$ cat src/rtl/dna_pattern_search.sv
// Streaming nucleotide pattern searcher: sliding window over a 1-cycle-latency
// sequence memory, approximate match with mismatch budget, 2-entry result FIFO.

module dna_pattern_lane (
  input  logic [1:0] nuc,
  input  logic [1:0] pat,
  input  logic       en,
  output logic       miss
);
  assign miss = en && (nuc != pat);
endmodule

module dna_pattern_search #(
  parameter int ADDR_W  = 16,
  parameter int PAT_MAX = 8,
  parameter int LEN_W   = 4
) (
  input  logic                 clock,
  input  logic                 reset_N,
  input  logic                 ready,
  input  logic [ADDR_W-1:0]    dna_start,
  input  logic [ADDR_W-1:0]    dna_length,
  input  logic [2*PAT_MAX-1:0] pattern,
  input  logic [LEN_W-1:0]     pat_len,
  input  logic [LEN_W-1:0]     max_mm,
  input  logic                 find_all,
  output logic                 seq_re,
  output logic [ADDR_W-1:0]    seq_addr,
  input  logic [1:0]           seq_data,
  output logic                 match_valid,
  input  logic                 match_ready,
  output logic [ADDR_W-1:0]    match_location,
  output logic [ADDR_W-1:0]    found_location,
  output logic [ADDR_W-1:0]    match_count,
  output logic                 found_it,
  output logic                 done,
  output logic                 error
);
  localparam int IDX_W = (PAT_MAX > 1) ? $clog2(PAT_MAX) : 1;

  localparam logic [2:0] S_IDLE  = 3'd0;
  localparam logic [2:0] S_FETCH = 3'd1;
  localparam logic [2:0] S_DRAIN = 3'd2;
  localparam logic [2:0] S_DONE  = 3'd3;
  localparam logic [2:0] S_ERR   = 3'd4;

  logic [2:0]                state;
  logic [ADDR_W-1:0]         rem, rx_addr;
  logic                      inflight;
  logic [LEN_W-1:0]          rcv, plen_r, mm_r;
  logic                      all_r;
  logic [PAT_MAX-1:0][1:0]   win, win_next, pat_r;
  logic [1:0][ADDR_W-1:0]    fifo_mem;
  logic                      wr_ptr, rd_ptr;
  logic [1:0]                f_cnt;

  logic [PAT_MAX-1:0]        miss;
  logic [LEN_W-1:0]          mm_cnt;
  logic                      rx_ok, enough, hit, stop, pop, cfg_bad;
  logic [2:0]                occ;
  logic [ADDR_W:0]           span;
  logic [ADDR_W-1:0]         loc;

  // Index 0 holds the newest nucleotide; seq[loc+i] sits at win_next[plen-1-i].
  assign win_next = {win[PAT_MAX-2:0], seq_data};

  for (genvar i = 0; i < PAT_MAX; i++) begin : g_lane
    logic [IDX_W-1:0] idx;
    logic             en;
    assign en  = LEN_W'(i) < plen_r;
    assign idx = IDX_W'(plen_r - LEN_W'(i + 1));
    dna_pattern_lane u_lane (
      .nuc  (win_next[idx]),
      .pat  (pat_r[i]),
      .en   (en),
      .miss (miss[i])
    );
  end

  always_comb begin
    mm_cnt = '0;
    for (int i = 0; i < PAT_MAX; i++) mm_cnt = mm_cnt + LEN_W'(miss[i]);
  end

  assign rx_ok  = inflight && (state == S_FETCH);
  assign enough = ({1'b0, rcv} + (LEN_W+1)'(1)) >= {1'b0, plen_r};
  assign hit    = rx_ok && enough && (mm_cnt <= mm_r);
  assign stop   = hit && !all_r;
  assign loc    = rx_addr - ADDR_W'(plen_r) + ADDR_W'(1);

  assign match_valid    = (f_cnt != 2'd0);
  assign match_location = fifo_mem[rd_ptr];
  assign pop            = match_valid && match_ready;
  assign done           = (state == S_DONE) || (state == S_ERR);

  // A read is allowed only if its data is guaranteed a free FIFO slot on return.
  assign occ    = {1'b0, f_cnt} - {2'b0, pop} + {2'b0, inflight};
  assign seq_re = (state == S_FETCH) && (rem != '0) && !stop && (occ < 3'd2);

  // start + length exceeding 2^ADDR_W means the last address is out of range
  assign span    = {1'b0, dna_start} + {1'b0, dna_length};
  assign cfg_bad = (pat_len == '0) || (pat_len > LEN_W'(PAT_MAX)) ||
                   (dna_length < ADDR_W'(pat_len)) ||
                   (span > {1'b1, {ADDR_W{1'b0}}});

  always_ff @(posedge clock or negedge reset_N) begin
    if (!reset_N) begin
      state          <= S_IDLE;
      seq_addr       <= '0;
      rem            <= '0;
      rx_addr        <= '0;
      inflight       <= 1'b0;
      rcv            <= '0;
      plen_r         <= '0;
      mm_r           <= '0;
      all_r          <= 1'b0;
      win            <= '0;
      pat_r          <= '0;
      found_location <= '0;
      match_count    <= '0;
      found_it       <= 1'b0;
      error          <= 1'b0;
    end else begin
      inflight <= seq_re;
      if (seq_re) begin
        seq_addr <= seq_addr + ADDR_W'(1);
        rem      <= rem - ADDR_W'(1);
        rx_addr  <= seq_addr;
      end
      case (state)
        S_IDLE: if (ready) begin
          pat_r          <= pattern;
          plen_r         <= pat_len;
          mm_r           <= max_mm;
          all_r          <= find_all;
          seq_addr       <= dna_start;
          rem            <= dna_length;
          rcv            <= '0;
          win            <= '0;
          found_location <= '0;
          match_count    <= '0;
          found_it       <= 1'b0;
          error          <= cfg_bad;
          state          <= cfg_bad ? S_ERR : S_FETCH;
        end
        S_FETCH: begin
          if (rx_ok) begin
            win <= win_next;
            if (!enough) rcv <= rcv + LEN_W'(1);
          end
          if (hit) begin
            found_location <= loc;
            found_it       <= 1'b1;
            if (match_count != '1) match_count <= match_count + ADDR_W'(1);
          end
          if (stop || (rx_ok && rem == '0)) state <= S_DRAIN;
        end
        S_DRAIN: if (f_cnt == 2'd0) state <= S_DONE;
        S_DONE:  state <= S_IDLE;
        S_ERR:   state <= S_IDLE;
        default: state <= S_IDLE;
      endcase
    end
  end

  always_ff @(posedge clock or negedge reset_N) begin
    if (!reset_N) begin
      fifo_mem <= '0;
      wr_ptr   <= 1'b0;
      rd_ptr   <= 1'b0;
      f_cnt    <= 2'd0;
    end else begin
      if (hit) begin
        fifo_mem[wr_ptr] <= loc;
        wr_ptr           <= ~wr_ptr;
      end
      if (pop) rd_ptr <= ~rd_ptr;
      case ({hit, pop})
        2'b10:   f_cnt <= f_cnt + 2'd1;
        2'b01:   f_cnt <= f_cnt - 2'd1;
        default: f_cnt <= f_cnt;
      endcase
    end
  end
endmodule

$ cat config.mk
export PLATFORM = sky130hd
export DESIGN_NAME = dna_pattern_search
export DESIGN_NICKNAME = d
export VERILOG_FILES = /design/src/rtl/dna_pattern_search.sv
export SDC_FILE = /design/constraint.sdc
export NUM_CORES = 1
export LEC_CHECK = 0
export ABC_CLOCK_PERIOD_IN_PS = 12800
export BUFFER_PORTS_ARGS = -buffer_cell sky130_fd_sc_hd__clkbuf_2
export CAP_MARGIN = 20
export CORE_AREA = 8 8 180 182
export CTS_BUF_LIST = sky130_fd_sc_hd__clkbuf_8 sky130_fd_sc_hd__clkbuf_16
export DETAILED_ROUTE_END_ITERATION = 12
export DIE_AREA = 0 0 188 190
export GPL_TIMING_DRIVEN = 0
export PLACE_DENSITY_LB_ADDON = 0.05
export SLEW_MARGIN = 20
export SYNTH_ARGS = -nofsm -noshare
export SYNTH_HDL_FRONTEND = slang
export SYNTH_SLANG_ARGS = --single-unit
$ cat constraint.sdc
create_clock -name clock -period 12.8 [get_ports clock]
set_input_delay 3.2 -clock clock [delete_from_list [all_inputs] [get_ports clock]]
set_output_delay 3.2 -clock clock [all_outputs]
set_load 0.02 [all_outputs]
== Word-level counts from Yosys, hierarchy flattened ==
Index checks and enable logic that the tools add are counted.

* Word-level logic and storage cells: 196
* Register bits after elaboration: 165
* Bits of input ports: 63
* Output and inout bits: 69
* Latch bits: 0
* Memories: 0
* Memory bits (read-only): 0
* Bits in writable memories: 0

* Order comparisons: 25
* Eq/ne operators: 22
* Muxes and demuxes: 48
* Div/mod/pow operators: 0
* Multiply operators: 0
* Shift operators: 0
* Bitwise operators: 2
* Add/sub/neg operators: 27
* Reductions and logical operators: 39

{| class="wikitable"
|+ Operators by type and width
! cell !! number
|-
| 2-to-1 mux 16 bit || 13
|-
| one-hot mux 16 bit (2 select lines) || 2
|-
| adder 16 x 1 -> 16 bit, second input constant || 3
|-
| binary-select mux 2 bit (select 3 bit) || 8
|-
| bitwise mux 32 bit || 1
|-
| < comparator 3 x 4 -> 1 bit, second input constant || 8
|-
| one-hot mux 14 bit (2 select lines) || 1
|-
| logical AND 1 bit || 18
|-
| adder 16 x 16 -> 17 bit || 1
|-
| > comparator 17 bit, second input constant || 1
|-
| adder 4 x 1 -> 4 bit || 4
|-
| demux 16 bit (select 1 bit) || 1
|-
| zero test 16 bit || 1
|-
| < comparator 16 x 4 -> 1 bit || 1
|-
| < comparator 3 x 4 -> 1 bit, first input constant || 4
|-
| 2-to-1 mux 2 bit || 8
|-
| inequality test 16 bit, second input constant || 1
|-
| inequality test 2 bit || 8
|-
| nonzero test 16 bit || 1
|-
| subtractor 16 x 1 -> 16 bit, second input constant || 1
|-
| subtractor 16 x 4 -> 16 bit || 1
|-
| 2-to-1 mux 14 bit || 1
|-
| 2-to-1 mux 3 bit || 4
|-
| 2-to-1 mux 4 bit || 3
|-
| other kinds (42) || 68
|}

== Longest topological paths before layout ==
Gate-level depths: netlist of the first run.

* Word-level depth: 21
* Depth in mapped cells: 31
* Gate-level depth less buffers: 26

== Cells and area by module ==
A second synthesis of the first run with hierarchy kept.

* Cell total of the unflattened synthesis: 1161
* Area, all modules: 10261.1 um^2

{| class="wikitable"
|+ Modules (own cells, without submodules)
! module !! sequential area each (um^2) !! cells an instance !! times used !! area each (um^2)
|-
| dna_pattern_search || 4129.0 || 1137 || 1 || 10060.9
|-
| dna_pattern_lane || 0.0 || 3 || 8 || 25.0
|}

== Worst setup path after synthesis of the first run ==
No wires, ideal clock.

* Path kind: input to output
* From: input seq_data[0]
* To: output seq_re
* Path slack: 1423 ps
* Buffers on the path: 1
* Required time: 9600 ps
* Data arrival time: 8177 ps
* Cell stages on the path: 22
* Path through: mux4_2 mux2i_1 xor2_1 a22oi_1 fa_1 inv_1 fa_1 inv_1 fa_1 ha_1 inv_1 fa_1 inv_1 ha_1 nor2b_1 o21ai_0 a21oi_1 a211oi_1 nand3_1 nand2_2 inv_2 clkbuf_1

* Cells in the longest elaborated chain, start to end: 17
* Elaborated cells on any way between the ends: 45
* Those cells by class: add/sub: 7; order compare: 1; eq/ne: 8; mux: 16; reduce/logical: 13

{| class="wikitable"
|+ Ends and longest elaborated chain
! item !! line !! source
|-
| from (decl) || 29 || <nowiki>input logic [1:0] seq_data,</nowiki>
|-
| binary-select mux 2 bit (select 3 bit) || 73 || <nowiki>.nuc (win_next[idx]),</nowiki>
|-
| 2-to-1 mux 2 bit (implied by the code) || 73 ||
|-
| inequality test 2 bit || 10 || <nowiki>assign miss = en && (nuc != pat);</nowiki>
|-
| logical AND 1 bit || 10 ||
|-
| adder 1 x 1 -> 2 bit || 82 || <nowiki>for (int i = 0; i < PAT_MAX; i++) mm_cnt = mm_cnt + LEN_W'(miss[i]);</nowiki>
|-
| adder 2 x 1 -> 3 bit || 82 ||
|-
| adder 3 x 1 -> 4 bit || 82 ||
|-
| adder 4 x 1 -> 4 bit (3 in a row) || 82 ||
|-
| adder 4 x 1 -> 4 bit (*) || 82 ||
|-
| less-or-equal comparator 4 bit (*) || 87 || <nowiki>assign hit = rx_ok && enough && (mm_cnt <= mm_r);</nowiki>
|-
| logical AND 1 bit (*) || 87 ||
|-
| logical AND 1 bit (*) || 88 || <nowiki>assign stop = hit && !all_r;</nowiki>
|-
| zero test 1 bit (*) || 98 || <nowiki>assign seq_re = (state == S_FETCH) && (rem != '0) && !stop && (occ < 3'd2);</nowiki>
|-
| logical AND 1 bit (*) (2 in a row) || 98 ||
|-
| to (decl) || 27 || <nowiki>output logic seq_re,</nowiki>
|}

Every way passes the cells marked *; elsewhere a longest branch is shown, timed or not. The select of a mux whose other input is x is not followed.

== Worst setup path after layout of the first run ==
Same ends and word-level chain as after synthesis.

==> impl_metrics.tcl, run 1 <==
set metrics [dict create \
    leakagePower_nw 5.58 \
    ys_seq_area_share_pct 40.4 \
    postCtsSetupBuffers 0 \
    synth_cells 1122 \
    rows 63 \
    synth_top_area_share_pct 40.4 \
    worstPathRequired_ns 9.60 \
    clkSinkCount 165 \
    numPortBuffers 131 \
    synth_largest_area_cell "dfrtp_1" \
    first_pass_iters 5 \
    cp_cell_sequence "clkbuf_2, mux4_2, mux2i_1, xor2_1, a22oi_1, fa_1, inv_1, fa_1, inv_1, fa_1, ha_1, inv_1, fa_1, inv_1, ha_1, nor2b_1, o21ai_0, a21oi_1, a211oi_2, nand3_2, nand2_2, inv_2, clkbuf_1, clkbuf_2" \
    start_util_pct 34.7 \
    syn2layout_area_growth_pct 17.7 \
    cts-hold-fix-buffers 0 \
    cap_violations 0 \
    finalWorstSetupSlack_ns 0.399 \
    die-width_microns 188 \
    first_global_vias 8869 \
    dieHeight_microns 190 \
    synth_edf_count 0 \
    path_clk_slew_ns 0.07 \
    dieArea_sq_mm 0.0357 \
    cts_tree "yes" \
    worstSetupPathType "input port to output pin" \
    first_iter_violations 479 \
    finalClockSkew_ns 0.0176 \
    min_period_ns 12.40 \
    vias 8609 \
    synth_cell_types 69 \
    grt_overflow 0 \
    clk_latency_ns 0.44 \
    drive_above_1_share_pct 18.2 \
    async_flop_share_pct 100 \
    numCtsBuffers 17 \
    cpPeakStageDelay_ns 0.54 \
    n_antenna_cell 0 \
    antenna_found_initial 0 \
    htree_num_levels 4 \
    wl_per_cell_microns 18.5 \
    synth.most_common_cell "nand2_1" \
    synth_top_flop_cell "dfrtp_1" \
    syn_area_sq_mm 0.0102 \
    dp_hpwl_microns 24200 \
    tightest_slew_ns 0.824 \
    coreArea_sq_mm 0.0294 \
    fmax_mhz 80.6 \
    clockRootBuffer "clkbuf_16" \
    syn_nets 1249 \
    peakVddDrop_v 0.000127 \
    drtAntennaViolNets 0 \
    clockBufferDepth 2 \
    min_path_type "flip-flop to flip-flop" \
    arrival_ns 9.20 \
    vias_per_cell 5.13 \
    yosys_warnings 0 \
    crit_buf_inv 8 \
    max_slew_margin_pct 44.9 \
    grt_pass1_wl_microns 50400 \
    setup_viol 0 \
    place_congestion 0.855 \
    preCtsSetupSlack_ns 0.0131 \
    final-hold-violation-count 0 \
    boundaryPins 132 \
    ys_top_cells_by_count "nand2_1, dfrtp_1, o21ai_0" \
    avgSynthCellArea_sq_um 9.10 \
    grt_max_degree 78 \
    rsz0062_at_grt "no" \
    fin_crit_sh_pct 96.9 \
    cpMaxStageDelayCell "fa_1" \
    nets 1402 \
    outcome "finished clean" \
    ys_ff_latch 165 \
    drc_errors 0 \
    setup_tns_ns 0 \
    power_density_mw_per_mm2 249 \
    cp_max_fo 11 \
    slew_violations 0 \
    synth_area_leaders "dfrtp_1, nand2_1, ha_1" \
    grt_use_total_pct 17.6 \
    worstSetupEndpointType "output pin" \
    crit_family "adder cells" \
    postRouteWirelength_microns 31100 \
    startpoint_type "input port" \
]
==> metal layers <==
layer	share of wire, %	GRT usage (%)	up-vias
met2	44	27.4	196
met3	4.2	3.42	25
met1	50	24.8	4154
met4	1.1	4.18	0
li1	-	-	4234
met5	0	0	-
==> power by group <==
group          switching [mW]  internal (mW)
clock network           0.240          0.280
registers               0.152          0.674
logic                   0.993          0.655
total                    1.39           1.61
==> cells by family after synthesis <==
logic type,count (synthesis),share of synthesized area (%)
adders and majority gates,64,8.36
buffers and inverters,105,3.95
muxes,63,8.48
and+or+nand+nor,436,20.0
xor gates and xnor gates,77,6.60
DFF,165,40.4
AOI/OAI and AO/OA,212,12.2
==> what timing repair did <==
action,in CTS,in global routing
cloned,0,0
pin swaps,0,0
endpoints found under the setup margin,1,1
gates resized for setup,1,1
==> placed cells by master, fill, tap and decap left out, types with 4 or more instances in the layout <==
master     Yosys  final
a211oi_1       7      6
a21o_1         8      8
a21oi_1       32     32
a31oi_1       14     14
and2_1         6      6
and3_1         9      9
buf_1          5      5
buf_2          3      4
clkbuf_1      36     36
clkbuf_16      0     17
clkbuf_2       1    131
dfrtp_1      165    165
fa_1           7      7
ha_1          57     57
inv_1         58     59
inv_6          0      4
mux2_2        28     28
mux2i_1       19     19
mux4_2        16     16
nand2_1      214    214
nand2b_1      11     11
nand3_1       44     43
nand4_1       19     19
nand4b_1       4      4
nor2_1        63     63
nor2b_1        5      5
nor3_1        17     17
nor4_1         7      7
o211ai_1       6      6
o21ai_0      111    111
o31ai_1        4      4
or2_2          5      5
or3_1          5      5
or4_1          6      6
xnor2_1       36     36
xor2_1        41     41
==> worst register-to-register path, delay by kind of cell (launching register included) <==
family / cells / cell delay, ns
fa+ha+maj: 8 / 3.19
buf+inv: 11 / 2.36
compound gates: 4 / 0.77
mux: 2 / 0.61
xor+xnor: 3 / 0.47
simple gates: 3 / 0.40
flops: 1 / 0.39
==> registers in the layout, indices dropped and copies added (netlist names) <==
signal	flops
fifo_mem	32
found_location	16
match_count	16
pat_r	16
rem	16
rx_addr	16
seq_addr	16
win	14
mm_r	4
plen_r	4
rcv	4
state	3
f_cnt	2
all_r	1
error	1
found_it	1
inflight	1
rd_ptr	1
wr_ptr	1
==> stage by stage <==
stage / instance area (sq um) / power [mW] / std cells / utilization [%] / hold slack (ns)
detailed placement: 11400 / 2.49 / 1646 / 38.9 / 0.459
floorplan: 10200 / 2.00 / 1122 / - / 0.442
global placement: 11400 / 2.48 / 1643 / 38.6 / 0.457
global route: 12000 / 3.31 / 1678 / 40.9 / 0.498
finish: 12000 / 2.99 / 1678 / 40.9 / 0.475
CTS: 12000 / 3.03 / 1678 / 40.9 / 0.476
==> layout make-up <==
type | instances | area, sq um
clock buffer | 18 | 439
tap | 390 | 488
multi-input combinational | 852 | 5700
timing repair buffer | 134 | 724
sequential | 165 | 4130
buffer | 46 | 181
clock inverter | 14 | 141
inverter | 59 | 221
fill | 3033 | 17400
==> worst paths after layout <==
kind	startpoint	to	slack (ns)	depth (start not counted)
setup / recovery	seq_data[0]	seq_re	0.40	24
hold / removal	fifo_mem[0]	fifo_mem[0]	0.48	2
setup reg to reg	plen_r[0]	f_cnt[1]	4.51	31
hold reg to reg	fifo_mem[0]	fifo_mem[0]	0.48	2
max in group asynchronous	reset_N	win[3]	9.09	3
min in group asynchronous	reset_N	fifo_mem[25]	2.67	1
Note: power is estimated with default switching activity, not from simulation.
==> run 2, diff against run 1 <==
--- a/config.mk
+++ b/config.mk
@@ -5,7 +5,8 @@
 export SDC_FILE = /design/constraint.sdc
 export NUM_CORES = 1
 export LEC_CHECK = 0
-export ABC_CLOCK_PERIOD_IN_PS = 12800
+export ABC_AREA = 0
+export ABC_CLOCK_PERIOD_IN_PS = 13550
 export BUFFER_PORTS_ARGS = -buffer_cell sky130_fd_sc_hd__clkbuf_2
 export CAP_MARGIN = 20
 export CORE_AREA = 8 8 180 182
@@ -14,6 +15,7 @@
 export DIE_AREA = 0 0 188 190
 export GPL_TIMING_DRIVEN = 0
 export PLACE_DENSITY_LB_ADDON = 0.05
+export SETUP_SLACK_MARGIN = 0.5
 export SLEW_MARGIN = 20
 export SYNTH_ARGS = -nofsm -noshare
 export SYNTH_HDL_FRONTEND = slang
==> constraint.sdc (replaced) <==
create_clock -name clock -period 13.55 [get_ports clock]
set_input_delay 3.3875 -clock clock [delete_from_list [all_inputs] [get_ports clock]]
set_output_delay 3.3875 -clock clock [all_outputs]
set_load 0.02 [all_outputs]
==> run 2 against run 1 <==
Effect of this change: total power down 5.4%; utilization barely moved; global-route usage unchanged; final cell count is the same; register-to-register slack improved by 0.69 ns; via count decreased by 0.10%; setup slack improved by 0.55 ns; non-clock buffer count unchanged; sequential share of layout area is essentially flat; clock-buffer cell count unchanged; first-iteration DRC count up 0.21%; combinational power decreased by 5%.
==> impl_metrics.tcl, run 2 (synthesis gave the netlist of run 1 again) <==
set metrics [dict create \
    num-fill-cells 3032 \
    clk_latency_ns 0.44 \
    cpPeakStageDelay_ns 0.54 \
    min_period_ns 12.60 \
    layout_common_cells "nand2_1, dfrtp_1, clkbuf_2" \
    peakVddDrop_v 0.000120 \
    setup_viol 0 \
    finalClockSkew_ns 0.0174 \
    place_congestion 0.855 \
    dp_hpwl_microns 24200 \
    coreArea_sq_mm 0.0294 \
    pwr-share-comb_pct 55.1 \
    largest_register "fifo_mem" \
    cap_violations 0 \
    slew_violations 0 \
    multi_input_area_sq_mm 0.00571 \
    met3_length_microns 1230 \
    n_antenna_cell 0 \
    drtAntennaViolNets 0 \
    fin_crit_sh_pct 93.0 \
    antenna_found_initial 0 \
    grt_overflow 0 \
    clockBufferDepth 2 \
    grt_max_degree 78 \
    final_common_cell "nand2_1" \
    syn2layout_area_growth_pct 17.8 \
    power_density_mw_per_mm2 235 \
    met2_length_microns 13800 \
    clockPowerShare_pct 17.3 \
    numPortBuffers 131 \
    path_clk_slew_ns 0.07 \
    first_iter_violations 480 \
    regArea_sq_mm 0.00413 \
    numCtsBuffers 17 \
    rsz0062_at_grt "no" \
    dieHeight_microns 190 \
    top_layer "met4" \
    final-hold-violation-count 0 \
    fmax_mhz 79.4 \
    boundaryPins 132 \
    cts-hold-fix-buffers 0 \
    die-width_microns 188 \
    cp_cell_sequence "clkbuf_2, mux4_2, mux2i_1, xor2_1, a22oi_1, fa_1, inv_1, fa_1, inv_1, fa_1, ha_1, inv_1, fa_1, inv_1, ha_1, nor2b_1, o21ai_0, a21oi_1, a211oi_2, nand3_4, nand2_4, inv_2, clkbuf_1, clkbuf_2" \
    clockRootBuffer "clkbuf_16" \
    rows 63 \
    first_pass_iters 5 \
    dieArea_sq_mm 0.0357 \
    startpoint_type "input port" \
    outcome "finished clean" \
    vias 8600 \
    arrival_ns 9.21 \
    switching_share_pct 46.3 \
    first_global_vias 8869 \
    drive_above_1_share_pct 18.2 \
    p_int_mw 1.52 \
    clkSinkCount 165 \
    largest_reg_flops 32 \
    cts_tree "yes" \
    nets 1402 \
    seq_power_share_pct 27.6 \
    worstPathRequired_ns 10.16 \
    wl_met1_microns 15700 \
    postRouteWirelength_microns 31000 \
    drc_errors 0 \
    cpMaxStageDelayCell "fa_1" \
    leakagePower_nw 5.59 \
    worstSetupPathType "input port to output pin" \
    grt_pass1_wl_microns 50400 \
    p_switching_mw 1.31 \
    cp_max_fo 11 \
    vias_per_cell 5.13 \
    start_util_pct 34.7 \
    min_path_type "flip-flop to flip-flop" \
    final_util_pct 40.9 \
    wl_per_cell_microns 18.5 \
    setup_tns_ns 0 \
    worstSetupEndpointType "output pin" \
    htree_num_levels 4 \
    max_slew_margin_pct 39.1 \
    grt_use_total_pct 17.6 \
    tightest_slew_ns 0.910 \
]
==> run 2: cell counts in the layout (fill, tap and decap cells not counted) <==
Identical to the previous run, type by type.
==> run 2: path summary, 6_finish.rpt <==
kind	slack, ns	startpoint	cells after the start	to
worst max-delay path	0.95	seq_data[0]	24	seq_re
worst min-delay path	0.48	fifo_mem[0]	2	fifo_mem[0]
worst max register to register	5.20	plen_r[0]	31	f_cnt[1]
worst min register to register	0.48	fifo_mem[0]	2	fifo_mem[0]
max in group asynchronous	9.65	reset_N	3	win[3]
min in group asynchronous	2.86	reset_N	1	fifo_mem[25]
==> run 2: cell type report <==
class	instances	area share, %
buffer	46	1.51
clock buffer	18	3.65
clock inverter	14	1.17
inverter	59	1.84
multi-input combinational	852	47.4
sequential	165	34.3
tap	390	4.05
timing repair buffer	134	6.02
==> run 2: power by group through the flow <==
stage | Combinational [mW] | Sequential (mW) | Clock, mW
after floorplan | 1.11 | 0.776 | 0
after global placement | 1.55 | 0.788 | 0
after detailed placement | 1.56 | 0.790 | 0
after CTS | 1.57 | 0.782 | 0.506
after global routing | 1.80 | 0.802 | 0.526
final | 1.56 | 0.781 | 0.491
==> run 2: worst max-delay path, delay by kind of cell <==
| kind | cells | cell delay [ns] |
|---|---|---|
| compound gates | 4 | 0.82 |
| xor+xnor | 1 | 0.17 |
| fa+ha+maj | 6 | 2.51 |
| mux | 2 | 0.72 |
| simple gates | 3 | 0.60 |
| buf+inv | 8 | 0.99 |
==> run 2: stage by stage <==
step	power [mW]	cells	hold slack (ns)	instance area, sq um	worst slack (ns)
after floorplan	1.89	1122	0.442	10200	1.80
after global placement	2.34	1643	0.457	11400	0.396
after detailed placement	2.35	1646	0.459	11400	0.388
after CTS	2.86	1678	0.476	12000	0.560
after global routing	3.13	1678	0.498	12000	0.579
final	2.83	1678	0.475	12000	0.949
==> run 2: routing by layer <==
metal / global-route usage [%] / up-vias
li1: - / 4234
met1: 24.8 / 4157
met2: 27.4 / 184
met3: 3.42 / 25
met4: 4.18 / 0
met5: 0 / -
==> run 2: repair_timing <==
item,4_1_cts,5_1_grt
endpoints found under the setup margin,1,1
buffers inserted,0,0
resized for setup,1,3
